===== src/rtl/lfsr_pkg.sv =====
// Shared constants for the Galois LFSR generator family: default primitive
// feedback masks and all-ones start values for the commonly used widths.
package lfsr_pkg;

  localparam logic [5:0]  POLY_6  = 6'b000011;
  localparam logic [7:0]  POLY_8  = 8'b00011101;
  localparam logic [15:0] POLY_16 = 16'h002D;
  localparam logic [31:0] POLY_32 = 32'h000000AF;

  localparam logic [5:0]  DEFAULT_SEED_6  = '1;
  localparam logic [7:0]  DEFAULT_SEED_8  = '1;
  localparam logic [15:0] DEFAULT_SEED_16 = '1;
  localparam logic [31:0] DEFAULT_SEED_32 = '1;

endpackage


===== src/rtl/lfsr_next.sv =====
// Galois LFSR next-state function: shift left and fold the feedback mask in
// whenever the MSB falls off. Purely combinational so other scramblers can reuse it.
module lfsr_next #(
  parameter int               WIDTH = 6,
  parameter logic [WIDTH-1:0] TAPS  = 6'b000011
) (
  input  logic [WIDTH-1:0] q,
  output logic [WIDTH-1:0] nxt
);

  assign nxt = {q[WIDTH-2:0], 1'b0} ^ (q[WIDTH-1] ? TAPS : '0);

endmodule


===== src/rtl/lfsr_gen.sv =====
// Parametrised Galois LFSR with step enable, seed load with zero-seed rejection,
// a step counter relative to the start value, and a wrap pulse on sequence return.
module lfsr_gen
  import lfsr_pkg::*;
#(
  parameter int               WIDTH = 6,
  parameter logic [WIDTH-1:0] TAPS  = POLY_6,
  parameter logic [WIDTH-1:0] SEED  = DEFAULT_SEED_6
) (
  input  logic             clk,
  input  logic             rst,
  input  logic             en,
  input  logic             load,
  input  logic [WIDTH-1:0] load_val,
  output logic [WIDTH-1:0] q,
  output logic [WIDTH-1:0] cnt,
  output logic             wrap,
  output logic             lockup
);

  logic [WIDTH-1:0] start;
  logic [WIDTH-1:0] nxt;

  lfsr_next #(
    .WIDTH (WIDTH),
    .TAPS  (TAPS)
  ) u_next (
    .q   (q),
    .nxt (nxt)
  );

  // A zero seed would freeze the LFSR forever, so it falls back to SEED and flags lockup.
  always_ff @(posedge clk) begin
    if (rst) begin
      q      <= SEED;
      start  <= SEED;
      cnt    <= '0;
      wrap   <= 1'b0;
      lockup <= 1'b0;
    end else if (load) begin
      if (load_val != '0) begin
        q      <= load_val;
        start  <= load_val;
        lockup <= 1'b0;
      end else begin
        q      <= SEED;
        start  <= SEED;
        lockup <= 1'b1;
      end
      cnt  <= '0;
      wrap <= 1'b0;
    end else if (en) begin
      q      <= nxt;
      lockup <= 1'b0;
      if (nxt == start) begin
        cnt  <= '0;
        wrap <= 1'b1;
      end else begin
        cnt  <= cnt + WIDTH'(1);
        wrap <= 1'b0;
      end
    end else begin
      wrap   <= 1'b0;
      lockup <= 1'b0;
    end
  end

endmodule


===== config.mk =====
export PLATFORM = sky130hd
export DESIGN_NAME = lfsr_gen
export DESIGN_NICKNAME = d
export VERILOG_FILES = /design/src/rtl/lfsr_pkg.sv /design/src/rtl/lfsr_next.sv /design/src/rtl/lfsr_gen.sv
export SDC_FILE = /design/constraint.sdc
export NUM_CORES = 1
export LEC_CHECK = 0
export CAP_MARGIN = 20
export CORE_UTILIZATION = 50
export CTS_CLUSTER_DIAMETER = 50
export DETAILED_ROUTE_END_ITERATION = 16
export PLACE_DENSITY = 0.86
export SLEW_MARGIN = 20
export SYNTH_ARGS = -nofsm -noshare
export SYNTH_HDL_FRONTEND = slang
export SYNTH_SLANG_ARGS = --single-unit

===== constraint.sdc =====
create_clock -name clk -period 2.5 [get_ports clk]
set_input_delay 0.25 -clock clk [delete_from_list [all_inputs] [get_ports clk]]
set_output_delay 0.25 -clock clk [all_outputs]
set_load 0.01 [all_outputs]

* Word-level counts from Yosys, hierarchy flattened *
Index checks and enable logic that the tools add are counted.

word-level totals
  bits in registers = 20
  output and inout bits = 14
  word-level logic and storage cells = 22

operators by class
  bitwise operators = 3
  reductions and logical operators = 5
  equality and inequality tests = 1
  add/sub/neg operators = 1
  multiplexer cells = 7

operators by type and width
  cell                                          number
  2-to-1 mux 6 bit                              4
  adder 6 x 1 -> 6 bit (second input constant)  1
  == test 6 bit                                 1
  nonzero test 6 bit                            1
  bitwise XOR 6 bit                             1
  OR reduction 2 bit                            2
  OR reduction 3 bit                            1
  2-to-1 mux 1 bit                              2
  2-to-1 mux 2 bit                              1
  NOT 1 bit                                     2
  nonzero test 2 bit                            1

* Logic depth before layout (Yosys ltp) *
Gate-level depths: netlist of the first run.

  depth in word-level cells = 4
  depth in mapped cells = 5

* Cells and area by module *
Synthesis of the first run repeated with hierarchy kept, for this count alone.

unflattened totals
  cell total of the unflattened synthesis = 107
  area, all modules = 1021.0 um^2

modules (own cells, without submodules)
  module     seq. area each (um^2)  area an instance (um^2)  cells an instance  instances
  lfsr_gen   400.4                  974.7                    101                1
  lfsr_next  0.0                    46.3                     6                  1

* Worst setup path before layout of the first run *
No wires, ideal clock.

  path type = flip-flop to flip-flop
  from = register q[5]
  to = register wrap
  clock period less this slack = 1.423 ns
  arrival time = 1.344 ns
  setup time = 0.080 ns
  data required time = 2.420 ns
  stages on the path, launching flop included = 5
  path slack = 1.077 ns
  buffers on the path = 0
  path through = dfxtp_1 xor2_1 xor2_1 nor4_4 nor3b_1

between the ends
  word-level cells in the longest chain between the ends = 4

RTL lines
  what                      RTL line         text
  start: declaration        lfsr_gen.sv:15   output logic [WIDTH-1:0] q,
  start signal: assignment  lfsr_gen.sv:42   q <= load_val;
  start signal: assignment  lfsr_gen.sv:53   q <= nxt;
  2-to-1 mux 2 bit          lfsr_next.sv:11  assign nxt = {q[WIDTH-2:0], 1'b0} ^ (q[WIDTH-1] ? TAPS : '0);
  bitwise XOR 6 bit         lfsr_next.sv:11
  == test 6 bit             lfsr_gen.sv:55   if (nxt == start) begin
  2-to-1 mux 1 bit          lfsr_gen.sv:55
  end signal: assignment    lfsr_gen.sv:57   wrap <= 1'b1;
  end signal: assignment    lfsr_gen.sv:60   wrap <= 1'b0;
  end signal: assignment    lfsr_gen.sv:63   wrap <= 1'b0;
  end: declaration          lfsr_gen.sv:17   output logic wrap,

Every way passes these cells.
A chain may end at the register's enable or synchronous reset.

* Worst setup path in the final report of the first run *
Same ends and word-level chain as after synthesis.

==> impl_metrics.env, run 1 <==
export IMPL_status="complete, no violations"
export IMPL_floorplan_rows=15
export IMPL_htree_levels=1
export IMPL_crit_type="register to register"
export IMPL_synth_seq_area_share=0.430
export IMPL_clockBufferDepth=2
export IMPL_antenna_cells=0
export IMPL_yosysWarnings=0
export IMPL_hold_viol_final=0
export IMPL_min_from="start[0]$_SDFFE_PP1P_"
export IMPL_start_util=0.534
export IMPL_clk_insertion_delay_late_ns=0.31
export IMPL_total_leakage_power_uw=0.000459
export IMPL_cp_startpoint="q[5]$_SDFFE_PP1P_"
export IMPL_rr_startpoint="q[5]$_SDFFE_PP1P_"
export IMPL_cts_buffers=3
export IMPL_netlist_area_um2=932
export IMPL_gr_total_overflow=0
export IMPL_period_minus_slack_ns=1.63
export IMPL_syn_inst=105
export IMPL_grt_start_max_net_pins=17
export IMPL_peakVddDrop_v=0.000324
export IMPL_min_path_type="register to register"
export IMPL_postRouteWirelength_um=2120
export IMPL_ctsResizeCount=0
export IMPL_slew_headroom=0.711
export IMPL_startpoint_type="register"
export IMPL_dp_hpwl_um=1590
export IMPL_nNetsFinal=143
export IMPL_portBuffers=23
export IMPL_holdBufCountCts=0
export IMPL_antenna_found_initial=0
export IMPL_core_area_mm2=0.00175
export IMPL_finalMaxSlewViolations=0
export IMPL_fin_util=0.702
export IMPL_cellPowerDensity_mw_per_mm2=497
export IMPL_avgSynthCellArea_um2=8.88
export IMPL_endpoint_kind="register"
export IMPL_min_period_over_period=0.652
export IMPL_path_max_fanout=7
export IMPL_routedWlPerCell_um=13.7
export IMPL_drc_errors=0
export IMPL_hold_ws_ns=0.522
export IMPL_clock_fmax_ghz=0.613
export IMPL_yosys_register_bits=20
export IMPL_arrival_ns=1.87
export IMPL_design_area_mm2=0.00122
export IMPL_die_area_mm2=0.00204
export IMPL_synth_edff_count=0
export IMPL_setup_viol=0
export IMPL_grt_pass1_vias=803
export IMPL_grt_pass1_wl_um=3430
export IMPL_vias=850
export IMPL_rsz0062_at_grt="no"
export IMPL_dr_first_iter_drc_count=18
export IMPL_die_y_um=45.2
export IMPL_cp_required_ns=2.74
export IMPL_design_portCount=24
export IMPL_routed_via_density=5.48
export IMPL_grt_util_all_layers=0.238
export IMPL_area_growth_pct=31.4
export IMPL_postCtsSetupBuffers=0
export IMPL_ant_nets=0
export IMPL_tns_ns=0
export IMPL_async_flop_share=0
export IMPL_cts_clk_slew_worst_paths_ns=0.11
export IMPL_syn_num_nets=116
export IMPL_gp_congestion=0.847
export IMPL_placed_area_mm2=0.00120
export IMPL_drive_gt1_frac=0.0923
export IMPL_clock_sinks=20
export IMPL_maxCapViolCount=0
export IMPL_cts_tree="built"
export IMPL_fill_cells=160
export IMPL_synth_top_flop_cell="dfxtp_1"
export IMPL_skew_ns=0.00596
export IMPL_first_pass_iters=4
export IMPL_fp_dieW_um=45.2
export IMPL_root_buffer="clkbuf_4"
export IMPL_worstMarginPinSlew_ns=0.430
export IMPL_post_synth_num_cell_types=28
==> layout make-up <==
type | instances | area, um^2 | share of cell area
Inverter | 5 | 18.8 | 0.0153
Clock buffer | 3 | 22.5 | 0.0184
Multi-Input combinational cell | 75 | 492 | 0.401
Tap cell | 25 | 31.3 | 0.0255
Timing Repair Buffer | 27 | 260 | 0.212
Sequential cell | 20 | 400 | 0.327
==> metal layers <==
metal	part of all wire	track usage	wire [um]
met1	0.45	0.295	954
met2	0.50	0.377	1060
met3	0.032	0.0640	68
met4	0.019	0.121	41
met5	0	0	0
==> kinds of logic after synthesis <==
family          count (synthesis)  synth area share
mux                             2            0.0215
buf+inv                        10            0.0430
xor+xnor                        9            0.0846
fa+ha+maj                       1            0.0134
simple gates                   44             0.282
flops                          20             0.430
compound gates                 19             0.126
==> placed cells by master (no fill, tap or decap), types with 3 or more instances in the layout <==
cell,n
clkdlybuf4s50_1,23
clkbuf_4,3
nor3_1,3
o21ai_0,7
nand2_1,6
xor2_1,5
a21oi_1,3
inv_1,5
dfxtp_1,20
nor2b_1,3
nand2b_1,9
nor4_1,7
nor2_1,8
xnor2_1,4
buf_4,4
==> critical path: stages, from the launching register on <==
cell     delay, ns
dfxtp_1       0.47
xor2_1        0.27
xor2_1        0.14
nor4_4        0.47
nor3b_1       0.22
==> stage by stage <==
stage	power, uW	instances	setup slack, ns
6_report	608	155	0.869
3_5_place_dp	463	152	0.610
3_3_place_gp	459	152	0.615
2_1_floorplan	412	105	1.08
5_1_grt	633	155	0.667
4_1_cts	610	155	0.875
==> cells in the mapped netlist (3+ instances only) <==
library cell	number	area share
xnor2_1	4	0.038
clkbuf_1	3	0.012
nor2_1	8	0.032
nor4_1	7	0.047
nand2_1	6	0.024
nor2b_1	3	0.020
dfxtp_1	20	0.43
a21oi_1	3	0.016
nand2b_1	9	0.060
xor2_1	5	0.047
o21ai_0	7	0.038
inv_1	5	0.020
nor3_1	3	0.016
==> sequential cells by signal, summed over array words and instances (netlist names) <==
signal,count
cnt,6
start,6
wrap,1
lockup,1
q,6
==> where the power goes <==
| group | leakage (uW) | total [uW] | internal, uW | switching, uW |
|---|---|---|---|---|
| clock | 0.0000138 | 153 | 56.4 | 96.4 |
| combinational | 0.000282 | 110 | 56.7 | 53.5 |
| sequential | 0.000164 | 345 | 332 | 13.6 |
| total | 0.000459 | 608 | 445 | 163 |
==> path summary, 6_finish.rpt <==
| kind | endpoint | slack, ns | cells after the start |
|---|---|---|---|
| hold reg to reg | start[0]$_SDFFE_PP1P_ | 0.52 | 2 |
| setup / recovery | wrap$_SDFF_PP0_ | 0.87 | 4 |
| setup reg to reg | wrap$_SDFF_PP0_ | 0.87 | 4 |
| hold / removal | start[0]$_SDFFE_PP1P_ | 0.52 | 2 |
Power figures use the tool's default switching activity.
==> run 2: changes to the inputs <==
- CORE_UTILIZATION: 50 -> 42
- PLACE_DENSITY: 0.86 -> 0.77
- clock period: 2.5 -> 1.39 ns (I/O delays scaled with it)
==> impl_metrics.env, run 2 (synthesis gave the netlist of run 1 again) <==
export IMPL_dr_first_iter_drc_count=20
export IMPL_design_portCount=24
export IMPL_first_pass_iters=4
export IMPL_seqCellArea_um2=415
export IMPL_fill_cells=137
export IMPL_die_area_mm2=0.00241
export IMPL_period_minus_slack_ns=1.43
export IMPL_grt_util_all_layers=0.220
export IMPL_power_total_uw=1370
export IMPL_gr_total_overflow=0
export IMPL_grt_pass1_wl_um=4020
export IMPL_multi_input_area_um2=589
export IMPL_slew_headroom=0.791
export IMPL_worstMarginPinSlew_ns=0.311
export IMPL_cp_cell_sequence="xor2_4 -> xor2_2 -> nor4_4 -> buf_6 -> nor4_1"
export IMPL_die_y_um=49.1
export IMPL_dp_hpwl_um=1750
export IMPL_cts_buffers=3
export IMPL_wl_met1_um=1200
export IMPL_clock_fmax_ghz=0.698
export IMPL_vias=940
export IMPL_htree_levels=1
export IMPL_layout_commonest_cell="buf_4"
export IMPL_nNetsFinal=158
export IMPL_slowest_stage="dfxtp_4"
export IMPL_total_leakage_power_uw=0.000658
export IMPL_skew_ns=0.0102
export IMPL_path_max_fanout=7
export IMPL_reg_top3="cnt (6), q (6), start (6)"
export IMPL_min_period_over_period=1.03
export IMPL_clockBufferDepth=2
export IMPL_cts_clk_slew_worst_paths_ns=0.12
export IMPL_cp_required_ns=1.58
export IMPL_core_area_mm2=0.00202
export IMPL_failed_checks="setup timing"
export IMPL_hold_viol_final=0
export IMPL_grt_start_max_net_pins=14
export IMPL_clock_sinks=20
export IMPL_drc_errors=0
export IMPL_rrSetupSlack_ns=-0.04
export IMPL_gp_congestion=0.818
export IMPL_dr_max_layer_used="met4"
export IMPL_hold_ws_ns=0.170
export IMPL_routedWlPerCell_um=15.7
export IMPL_ant_nets=0
export IMPL_drive_gt1_frac=0.363
export IMPL_postRouteWirelength_um=2710
export IMPL_cts_tree="built"
export IMPL_startpoint_type="register"
export IMPL_maxCapViolCount=0
export IMPL_grt_pass1_vias=924
export IMPL_floorplan_rows=16
export IMPL_clk_insertion_delay_late_ns=0.31
export IMPL_arrival_ns=1.62
export IMPL_crit_type="register to register"
export IMPL_antenna_found_initial=0
export IMPL_fp_dieW_um=49.1
export IMPL_min_path_type="primary input to register"
export IMPL_start_util=0.461
export IMPL_peakVddDrop_v=0.000721
export IMPL_status="finished, violations left"
export IMPL_endpoint_kind="register"
export IMPL_antenna_cells=0
export IMPL_setup_slack_ns=-0.0430
export IMPL_critPathMaxStageDelay_ns=0.41
export IMPL_cellPowerDensity_mw_per_mm2=916
export IMPL_finalMaxSlewViolations=0
export IMPL_root_buffer="clkbuf_4"
export IMPL_portBuffers=23
export IMPL_area_growth_pct=60.5
export IMPL_rsz0062_at_grt="yes"
export IMPL_route_met3_wl_um=110
export IMPL_dr_wl_met2_um=1370
export IMPL_final_cell_mix="buf_4 (19), clkdlybuf4s50_1 (11), dfxtp_1 (10)"
export IMPL_setup_viol=1
export IMPL_routed_via_density=5.43
[run 2: cell count changes in the layout (fill, tap and decap cells not counted), moves of 3 or more]
cell and change:
dlymetal6s2s_1 +7, dlygate4sd2_1 +4, nor4_1 -3, dfxtp_2 +9, buf_4 +15, dfxtp_1 -10, clkdlybuf4s50_1 -12
[run 2: area by class of cell]
type / count / share of cell area
Timing Repair Buffer: 42 / 0.258
Tap cell: 27 / 0.0226
Clock inverter: 1 / 0.0201
Clock buffer: 3 / 0.0151
Inverter: 5 / 0.0125
Multi-Input combinational cell: 75 / 0.394
Sequential cell: 20 / 0.278
[run 2: power breakdown]
part	internal (uW)	leakage (uW)	total [uW]	switching (uW)
logic	135	0.000465	263	128
clock network	291	0.0000279	484	192
registers	598	0.000165	624	25.5
total	1020	0.000658	1370	346
[run 2: path summary, 6_finish.rpt]
kind	from	end	depth (start not counted)
worst max-delay path	q[5]$_SDFFE_PP1P_	cnt[3]$_SDFFE_PP0P_	5
worst max register to register	q[5]$_SDFFE_PP1P_	cnt[3]$_SDFFE_PP0P_	5
worst min-delay path	load_val[3]	start[3]$_SDFFE_PP1P_	3
worst min register to register	start[5]$_SDFFE_PP1P_	start[5]$_SDFFE_PP1P_	2
[run 2: metrics by stage]
stage	cells	util	area, um^2	worst slack [ns]	setup TNS [ns]
after floorplan	105	-	932	0.0301	0
after global placement	166	0.640	1290	-0.350	-3.48
after detailed placement	166	0.640	1290	-0.353	-4.56
after CTS	172	0.696	1410	0.00493	0
after global routing	173	0.740	1500	-0.0791	-0.153
final	173	0.740	1500	-0.0430	-0.0430
[run 2: repair_timing]
action                     4_1_cts  5_1_grt
hold buffers                     0        0
pin swaps                        2        5
setup buffers                    2        1
setup endpoints to repair       21       20
gates resized for setup         21       21
[run 2: per-layer routing]
| layer | GRT usage | up-vias |
|---|---|---|
| met5 | 0 | - |
| li1 | - | 453 |
| met4 | 0.137 | 0 |
| met1 | 0.263 | 457 |
| met3 | 0.0218 | 4 |
| met2 | 0.374 | 26 |
[run 2: worst max-delay path: cells and delay by family (launching register included)]
kind	cells	cell delay [ns]
flip-flops	1	0.41
XOR/XNOR	2	0.38
AND/OR/NAND/NOR	2	0.36
buffers and inverters	1	0.15
